--- src/rtl/nes_bus_pkg.sv ---
// Shared definitions for the NES CPU bus master: cycle encoding and NTSC/PAL timing constants.
package nes_bus_pkg;

    typedef enum logic [1:0] {
        CYC_IDLE  = 2'd0,
        CYC_READ  = 2'd1,
        CYC_WRITE = 2'd2
    } cyc_e;

    localparam int          NTSC_CLK_DIV  = 12;
    localparam int          NTSC_M2_LOW   = 5;
    localparam int          PAL_CLK_DIV   = 16;
    localparam int          PAL_M2_LOW    = 6;
    localparam logic [15:0] DEF_IDLE_ADDR = 16'h0000;

    // /ROMSEL is the NAND of A15 and phi2, exactly as the 2A03 board decodes it.
    function automatic logic romsel_of(input logic a15, input logic m2);
        return ~(a15 & m2);
    endfunction

endpackage

--- src/rtl/nes_cpu_phase_gen.sv ---
// CPU-cycle phase counter: free-running m2 with a fixed duty and a last-phase strobe.
module nes_cpu_phase_gen #(
    parameter int CLK_DIV = 12,
    parameter int M2_LOW  = 5
) (
    input  logic clk,
    input  logic rst,
    output logic m2,
    output logic m2_nxt,
    output logic last
);
    localparam int PH_W = $clog2(CLK_DIV);

    logic [PH_W-1:0] ph;
    logic [PH_W-1:0] ph_nxt;

    always_comb begin
        last   = (ph == PH_W'(CLK_DIV - 1));
        ph_nxt = last ? '0 : ph + 1'b1;
        m2_nxt = (ph_nxt >= PH_W'(M2_LOW));
    end

    // NOTE: sequential state uses non-blocking assignments so every register samples pre-edge values.
    always_ff @(posedge clk) begin
        if (rst) begin
            ph <= '0;
            m2 <= 1'b0;
        end else begin
            ph <= ph_nxt;
            m2 <= m2_nxt;
        end
    end

endmodule

--- src/rtl/nes_cpu_bus_master.sv ---
// 2A03-style cartridge CPU bus master: one bus cycle per accepted request, idle reads otherwise.
module nes_cpu_bus_master
    import nes_bus_pkg::*;
#(
    parameter int          CLK_DIV   = NTSC_CLK_DIV,
    parameter int          M2_LOW    = NTSC_M2_LOW,
    parameter logic [15:0] IDLE_ADDR = DEF_IDLE_ADDR
) (
    input  logic        clk,
    input  logic        rst,
    input  logic        req_valid,
    output logic        req_ready,
    input  logic [15:0] req_addr,
    input  logic        req_rw,
    input  logic [7:0]  req_wdata,
    output logic        rsp_valid,
    output logic [7:0]  rsp_rdata,
    output logic        m2,
    output logic        romsel,
    output logic        cpu_rw,
    output logic [14:0] cpu_addr,
    output logic [7:0]  cpu_data_out,
    output logic        cpu_data_oe,
    input  logic [7:0]  cpu_data_in,
    input  logic        irq_n_in,
    output logic        irq_pending
);
    logic m2_nxt;
    logic last;

    nes_cpu_phase_gen #(
        .CLK_DIV (CLK_DIV),
        .M2_LOW  (M2_LOW)
    ) u_phase (
        .clk    (clk),
        .rst    (rst),
        .m2     (m2),
        .m2_nxt (m2_nxt),
        .last   (last)
    );

    cyc_e        cyc_q, cyc_d;
    logic        a15_q, a15_d;
    logic        cpu_rw_d;
    logic [14:0] cpu_addr_d;
    logic [7:0]  data_out_d;
    logic [7:0]  rdata_d;
    logic        rsp_valid_d;
    logic        romsel_d;
    logic        oe_d;

    // Requests are only taken at the cycle boundary, never while reset is held.
    assign req_ready = last & ~rst;

    // NOTE: every signal gets a default first, so no path through this block can infer a latch.
    always_comb begin
        cyc_d       = cyc_q;
        a15_d       = a15_q;
        cpu_rw_d    = cpu_rw;
        cpu_addr_d  = cpu_addr;
        data_out_d  = cpu_data_out;
        rdata_d     = rsp_rdata;
        rsp_valid_d = 1'b0;

        if (last) begin
            // Read data is captured on the edge that ends the cycle, while m2 is still high.
            if (cyc_q == CYC_READ) begin
                rsp_valid_d = 1'b1;
                rdata_d     = cpu_data_in;
            end
            if (req_valid && req_ready) begin
                cyc_d      = req_rw ? CYC_READ : CYC_WRITE;
                a15_d      = req_addr[15];
                cpu_addr_d = req_addr[14:0];
                cpu_rw_d   = req_rw;
                if (!req_rw) data_out_d = req_wdata;
            end else begin
                cyc_d      = CYC_IDLE;
                a15_d      = IDLE_ADDR[15];
                cpu_addr_d = IDLE_ADDR[14:0];
                cpu_rw_d   = 1'b1;
            end
        end

        romsel_d = romsel_of(a15_d, m2_nxt);
        oe_d     = (cyc_d == CYC_WRITE) && m2_nxt;
    end

    always_ff @(posedge clk) begin
        if (rst) begin
            cyc_q        <= CYC_IDLE;
            a15_q        <= IDLE_ADDR[15];
            cpu_rw       <= 1'b1;
            cpu_addr     <= IDLE_ADDR[14:0];
            cpu_data_out <= 8'h00;
            cpu_data_oe  <= 1'b0;
            romsel       <= 1'b1;
            rsp_valid    <= 1'b0;
            rsp_rdata    <= 8'h00;
        end else begin
            cyc_q        <= cyc_d;
            a15_q        <= a15_d;
            cpu_rw       <= cpu_rw_d;
            cpu_addr     <= cpu_addr_d;
            cpu_data_out <= data_out_d;
            cpu_data_oe  <= oe_d;
            romsel       <= romsel_d;
            rsp_valid    <= rsp_valid_d;
            rsp_rdata    <= rdata_d;
        end
    end

    logic irq_meta;

    always_ff @(posedge clk) begin
        if (rst) begin
            irq_meta    <= 1'b0;
            irq_pending <= 1'b0;
        end else begin
            irq_meta    <= ~irq_n_in;
            irq_pending <= irq_meta;
        end
    end

endmodule
--- config.mk ---
export PLATFORM = sky130hd
export DESIGN_NAME = nes_cpu_bus_master
export DESIGN_NICKNAME = d
export VERILOG_FILES = /design/src/rtl/nes_bus_pkg.sv /design/src/rtl/nes_cpu_phase_gen.sv /design/src/rtl/nes_cpu_bus_master.sv
export SDC_FILE = /design/constraint.sdc
export NUM_CORES = 1
export LEC_CHECK = 0
export ABC_AREA = 1
export CELL_PAD_IN_SITES_DETAIL_PLACEMENT = 2
export CELL_PAD_IN_SITES_GLOBAL_PLACEMENT = 2
export CORE_AREA = 2 2 90 92
export DETAILED_ROUTE_END_ITERATION = 16
export DIE_AREA = 0 0 92 94
export HOLD_SLACK_MARGIN = 0.1
export PLACE_DENSITY_LB_ADDON = 0.1
export REMOVE_ABC_BUFFERS = 1
export SYNTH_ARGS = -nofsm -noshare
export SYNTH_HDL_FRONTEND = slang
export SYNTH_HIERARCHICAL = 1
export SYNTH_SLANG_ARGS = --single-unit
--- constraint.sdc ---
create_clock -name clk -period 2.95 [get_ports clk]
set_input_delay 0.295 -clock clk [delete_from_list [all_inputs] [get_ports clk]]
set_output_delay 0.295 -clock clk [all_outputs]
set_load 0.005 [all_outputs]
==> results.sh, run 1 <==
export IMPL_outcome="completed"
export IMPL_synth_seq_area_share_pct=48.3
export IMPL_cts_max_path_buffers=2
export IMPL_via_per_inst=4.31
export IMPL_grt_pass1_wl_um=8860
export IMPL_critical_path_class="reg -> out"
export IMPL_reg2reg_slack_ns=0.94
export IMPL_globalplace_congestion=0.683
export IMPL_cts_reportedPaths_clkPinSlew_ns=0.09
export IMPL_startpoint_type="register"
export IMPL_hpwl_um=3930
export IMPL_setup_violations=0
export IMPL_area_growth_pct=49.7
export IMPL_min_to="irq_pending"
export IMPL_max_slew_margin_pct=69.7
export IMPL_drive_above_1_share_pct=17.7
export IMPL_detail_route_first_pass_iterations=4
export IMPL_dieArea_um2=8650
export IMPL_final_nets=338
export IMPL_cts_sink_count=45
export IMPL_cts_max_level=2
export IMPL_synth_edf_count=0
export IMPL_seq_area_um2=901
export IMPL_critPathSlowestCell="clkdlybuf4s50_1"
export IMPL_grt_overflow_total=0
export IMPL_placedInstanceArea_um2=2710
export IMPL_fillers=880
export IMPL_hp_class="reg -> reg"
export IMPL_cts_made_buffers=5
export IMPL_yosysWarningCount=6
export IMPL_path_max_fanout=19
export IMPL_boundaryPins=75
export IMPL_maxCapViolations=0
export IMPL_worst_path_largest_cell_delay_ns=0.51
export IMPL_r2r_end="cpu_data_oe"
export IMPL_p_total_mw=1.10
export IMPL_ctsResizeCount=0
export IMPL_final_max_slew_viol_count=0
export IMPL_ys_flop_type="dfxtp_1"
export IMPL_chipWidth_um=92
export IMPL_hp_start="irq_meta"
export IMPL_placedCellCount=394
export IMPL_final_antenna_net_count=0
export IMPL_drc=0
export IMPL_fin_skew_ns=0.00699
export IMPL_antenna_found_initial=0
export IMPL_instances_no_fill=402
export IMPL_crit_path_cell_trace="ha_1 -> nand3_1 -> inv_1 -> inv_2 -> nor2_8 -> clkdlybuf4s50_1"
export IMPL_max_freq_mhz=421
export IMPL_rsz0062_at_grt="false"
export IMPL_synth_cell_types=21
export IMPL_syn_avg_cell_area_um2=8.37
export IMPL_grt_usage_pct=13.0
export IMPL_wl_per_cell_um=13.5
export IMPL_synth_top_area_share_pct=48.3
export IMPL_worst_r2r_path_depth=9
export IMPL_grt_pass1_vias=1765
export IMPL_clk_latency_ns=0.29
export IMPL_worst_pin_slew_ns=0.453
export IMPL_grt_max_degree=27
export IMPL_coreArea_um2=7610
export IMPL_num_antenna_cells=0
export IMPL_synthMostInstantiatedCell="dfxtp_1"
export IMPL_crit_buf_inv=3
export IMPL_start_util_pct=24.5
export IMPL_die_y_um=94
export IMPL_yosys_top_cells_count="dfxtp_1, nor2_1, nand2_1"
export IMPL_yosys_register_bits=45
export IMPL_synth_area_leaders="dfxtp_1, nand3_2, nor2_1"
export IMPL_end_kind="output pin"
export IMPL_period_share_pct=80.5
export IMPL_async_flop_share_pct=0
export IMPL_ir_worst_vdd_uv=162
export IMPL_worstPathArrival_ns=2.08
export IMPL_r2r_start="u_phase/ph[1]"
export IMPL_post_cts_buffers=0
export IMPL_synth_cells=223
export IMPL_syn_cell_area_um2=1870
export IMPL_crit_family="buffers and inverters"
export IMPL_synth_top_area_cell="dfxtp_1"
export IMPL_stdcell_area_um2=2790
export IMPL_drt_iter0_markers=34
export IMPL_multi_input_area_um2=807
export IMPL_rows=32
export IMPL_hold_buffers=0
export IMPL_p_per_area_nw_per_um2=392
export IMPL_fin_tns_setup_ns=0
export IMPL_root_buffer="clkbuf_8"
export IMPL_p_leak_nw=1.06
export IMPL_period_needed_ns=2.37
export IMPL_cp_data_required_time_ns=2.65
export IMPL_drt_wl_total_um=5420
export IMPL_hold_violations=0
export IMPL_numPortBuffers=74
export IMPL_cts_tree="done"
export IMPL_holdPathStages=2
export IMPL_vias=1732
[layout by cell type (no fill, tap or decap)]
master and instances:
nand2_2 1, nand4_1 10, nor2_8 1, clkinv_2 2
nor2_1 41, o21ai_0 10, nor2_2 2, inv_1 20
inv_2 4, a21oi_1 1, clkinvlp_4 1, buf_4 5
nand2_1 36, nand3_1 7, nand3_2 17, a21oi_2 15
clkinv_1 1, dfxtp_1 45, clkbuf_8 5, ha_1 2
clkdlybuf4s50_1 74
[area by class of cell]
cell class / instances / share of cell area [%]
flip-flops and latches: 45 / 32.2
multi-input cells: 143 / 28.9
repair buffers: 79 / 27.9
well taps: 102 / 4.57
inverters: 25 / 3.36
clock buffers: 5 / 2.46
clock inverters: 3 / 0.627
[worst max-delay path by stage]
stage / endpoint / from / slack, ns / cells past startpoint
2_1_floorplan: cpu_data_oe / u_phase/ph[0] / 1.30 / 8
3_3_place_gp: req_ready / u_phase/ph[1] / 0.93 / 6
3_5_place_dp: req_ready / u_phase/ph[1] / 0.87 / 6
4_1_cts: req_ready / u_phase/ph[1] / 0.52 / 6
5_1_grt: req_ready / u_phase/ph[0] / 0.39 / 6
6_report: req_ready / u_phase/ph[1] / 0.58 / 6
[flip-flops by register name, summed over array words and instances (netlist names), 2 cells and up]
name          count
cyc_q             2
cpu_data_out      8
cpu_addr         15
u_phase/ph        4
rsp_rdata         8
[power by group]
group          total [mW]  internal, mW  leakage [nW]  switching (mW)
logic               0.107        0.0577         0.653          0.0493
clock network       0.372         0.164        0.0439           0.208
registers           0.617         0.613         0.364         0.00437
[metal layers]
| layer | part of all wire, % | GRT usage (%) | routed length (um) | vias to the layer above |
|---|---|---|---|---|
| li1 | - | - | - | 868 |
| met1 | 47 | 16.6 | 2560 | 813 |
| met2 | 46 | 21.8 | 2510 | 49 |
| met3 | 6.0 | 3.93 | 324 | 2 |
| met4 | 0.35 | 2.61 | 19 | 0 |
| met5 | 0 | 0 | 0 | - |
[worst reg2reg max path, cell delays in order (launching register included)]
cell,delay [ns]
dfxtp_1,0.38
ha_1,0.21
nand3_1,0.16
inv_1,0.19
inv_2,0.21
nor2_8,0.13
buf_4,0.34
nand3_1,0.16
nand3_1,0.10
nor2_1,0.04
[kinds of logic after synthesis]
| family | share of synthesized area, % |
|---|---|
| adders and majority gates | 1.34 |
| AOI/OAI and AO/OA | 9.99 |
| and+or+nand+nor | 31.9 |
| buffers and inverters | 8.51 |
| DFF | 48.3 |
[metrics by stage]
stage | hold WS [ns] | setup WS [ns] | utilization (%)
4_1_cts | 0.417 | 0.524 | 36.7
5_1_grt | 0.424 | 0.393 | 36.7
6_report | 0.415 | 0.576 | 36.7
3_3_place_gp | 0.393 | 0.928 | 35.6
2_1_floorplan | 0.357 | 1.30 | -
3_5_place_dp | 0.404 | 0.873 | 35.6
No activity file was read; power rests on OpenSTA's default activity.
==> inputs of run 2 (changes only) <==
- CORE_AREA: 2 2 90 92 -> 2 2 98 100
- DIE_AREA: 0 0 92 94 -> 0 0 100 102
- clock period: 2.95 -> 2.08 ns (I/O delays scaled with it)
==> results.sh, run 2 (synthesized netlist as in run 1, its figures left out) <==
export IMPL_dieArea_um2=10200
export IMPL_ir_worst_vdd_uv=211
export IMPL_hold_violations=0
export IMPL_cts_max_level=2
export IMPL_root_buffer="clkbuf_8"
export IMPL_startpoint_type="register"
export IMPL_cts_max_path_buffers=2
export IMPL_outcome="completed"
export IMPL_crit_path_cell_trace="ha_2 -> nand3_2 -> inv_2 -> inv_2 -> nor2_8 -> clkdlybuf4s50_1"
export IMPL_worst_path_largest_cell_delay_ns=0.52
export IMPL_vias=1744
export IMPL_num_antenna_cells=0
export IMPL_instances_no_fill=414
export IMPL_critPathSlowestCell="clkdlybuf4s50_1"
export IMPL_layout_common_cells="clkdlybuf4s50_1, dfxtp_1, nor2_1, nand2_1, inv_1"
export IMPL_area_growth_pct=53.4
export IMPL_via_per_inst=4.21
export IMPL_layout_commonest_cell="clkdlybuf4s50_1"
export IMPL_period_needed_ns=1.96
export IMPL_top_register="cpu_addr"
export IMPL_critical_path_class="reg -> out"
export IMPL_maxCapViolations=0
export IMPL_grt_usage_pct=12.0
export IMPL_rsz0062_at_grt="false"
export IMPL_end_kind="output pin"
export IMPL_antenna_found_initial=0
export IMPL_die_y_um=102
export IMPL_reg_top3="cpu_addr: 15 flops, cpu_data_out: 8 flops, rsp_rdata: 8 flops"
export IMPL_max_slew_margin_pct=72.9
export IMPL_worstPathArrival_ns=1.75
export IMPL_final_nets=341
export IMPL_rows=35
export IMPL_fin_skew_ns=0.00744
export IMPL_cpMostUsedCell="inv_2"
export IMPL_numPortBuffers=74
export IMPL_drt_iter0_markers=18
export IMPL_grt_overflow_total=0
export IMPL_placedInstanceArea_um2=2730
export IMPL_drive_above_1_share_pct=20.1
export IMPL_cts_tree="done"
export IMPL_path_max_fanout=4
export IMPL_drc=0
export IMPL_hp_class="in -> reg"
export IMPL_worst_r2r_path_depth=8
export IMPL_max_freq_mhz=511
export IMPL_p_per_area_nw_per_um2=601
export IMPL_cts_made_buffers=5
export IMPL_stdcell_area_um2=2860
export IMPL_wl_per_cell_um=14.0
export IMPL_holdWs_ns=0.324
export IMPL_cp_depth=6
export IMPL_final_antenna_net_count=0
export IMPL_grt_pass1_wl_um=9630
export IMPL_detail_route_first_pass_iterations=4
export IMPL_setup_violations=0
export IMPL_clk_latency_ns=0.30
export IMPL_holdPathStages=2
export IMPL_coreArea_um2=9110
export IMPL_period_share_pct=94.1
export IMPL_grt_max_degree=26
export IMPL_cts_sink_count=45
export IMPL_final_max_slew_viol_count=0
export IMPL_cts_reportedPaths_clkPinSlew_ns=0.08
export IMPL_placedCellCount=405
export IMPL_drt_wl_total_um=5780
export IMPL_crit_buf_inv=3
export IMPL_finish_utilization_pct=31.4
export IMPL_largest_reg_flops=15
export IMPL_fin_tns_setup_ns=0
export IMPL_globalplace_congestion=0.685
export IMPL_p_leak_nw=1.09
export IMPL_hpwl_um=4220
export IMPL_chipWidth_um=100
export IMPL_start_util_pct=20.5
export IMPL_crit_family="buffers and inverters"
export IMPL_worst_pin_slew_ns=0.406
export IMPL_cp_data_required_time_ns=1.87
export IMPL_grt_pass1_vias=1935
export IMPL_boundaryPins=75
[run 2: changes by cell type in the layout (fill, tap and decap cells not counted), moves of 2 or more]
cell	change
dfxtp_1	-2
clkinv_2	-2
dfxtp_2	+2
buf_4	+3
[run 2: worst paths after layout]
check	from	to	slack [ns]
worst min-delay path	rst	cpu_addr[14]	0.32
worst max register to register	u_phase/ph[1]	cpu_data_out[0]	0.46
worst min register to register	irq_meta	irq_pending	0.41
worst max-delay path	u_phase/ph[1]	req_ready	0.12
[run 2: per-layer routing]
| layer | global-route usage (%) | wire length (um) | share of wire (%) |
|---|---|---|---|
| met5 | 0 | 0 | 0 |
| met4 | 3.79 | 68 | 1.2 |
| met3 | 2.67 | 234 | 4.1 |
| met2 | 21.4 | 2850 | 49 |
| met1 | 14.6 | 2620 | 45 |
[run 2: what timing repair did]
| item | 4_1_cts | 5_1_grt |
|---|---|---|
| setup endpoints to repair | 1 | 1 |
| resized for setup | 2 | 3 |
| hold buffers | 0 | 0 |
| buffers inserted | 1 | 0 |
[run 2: per-stage QoR]
step / setup WS [ns] / total power [mW]
6_report: 0.123 / 1.72
5_1_grt: 0.0243 / 1.82
4_1_cts: 0.0186 / 1.77
3_5_place_dp: 0.178 / 1.05
3_3_place_gp: 0.246 / 1.05
2_1_floorplan: 0.429 / 0.929
[run 2: where the power goes]
group          switching (mW)  total (mW)  internal (mW)
Combinational          0.0705       0.151         0.0802
Clock                   0.301       0.693          0.392
Sequential            0.00681       0.876          0.870
Total                   0.378        1.72           1.34
[run 2: layout make-up]
class / count / area [um2]
flip-flops and latches: 45 / 903
clock inverters: 1 / 30.0
fillers: 1062 / 6250
inverters: 25 / 93.8
well taps: 111 / 139
repair buffers: 82 / 796
multi-input cells: 143 / 815
clock buffers: 7 / 86.3
==> inputs of run 3 (changes only) <==
- CAP_MARGIN: not set -> 0
==> results of run 3 <==
No change in the layout: final DEF, timing and power equal those of run 2.
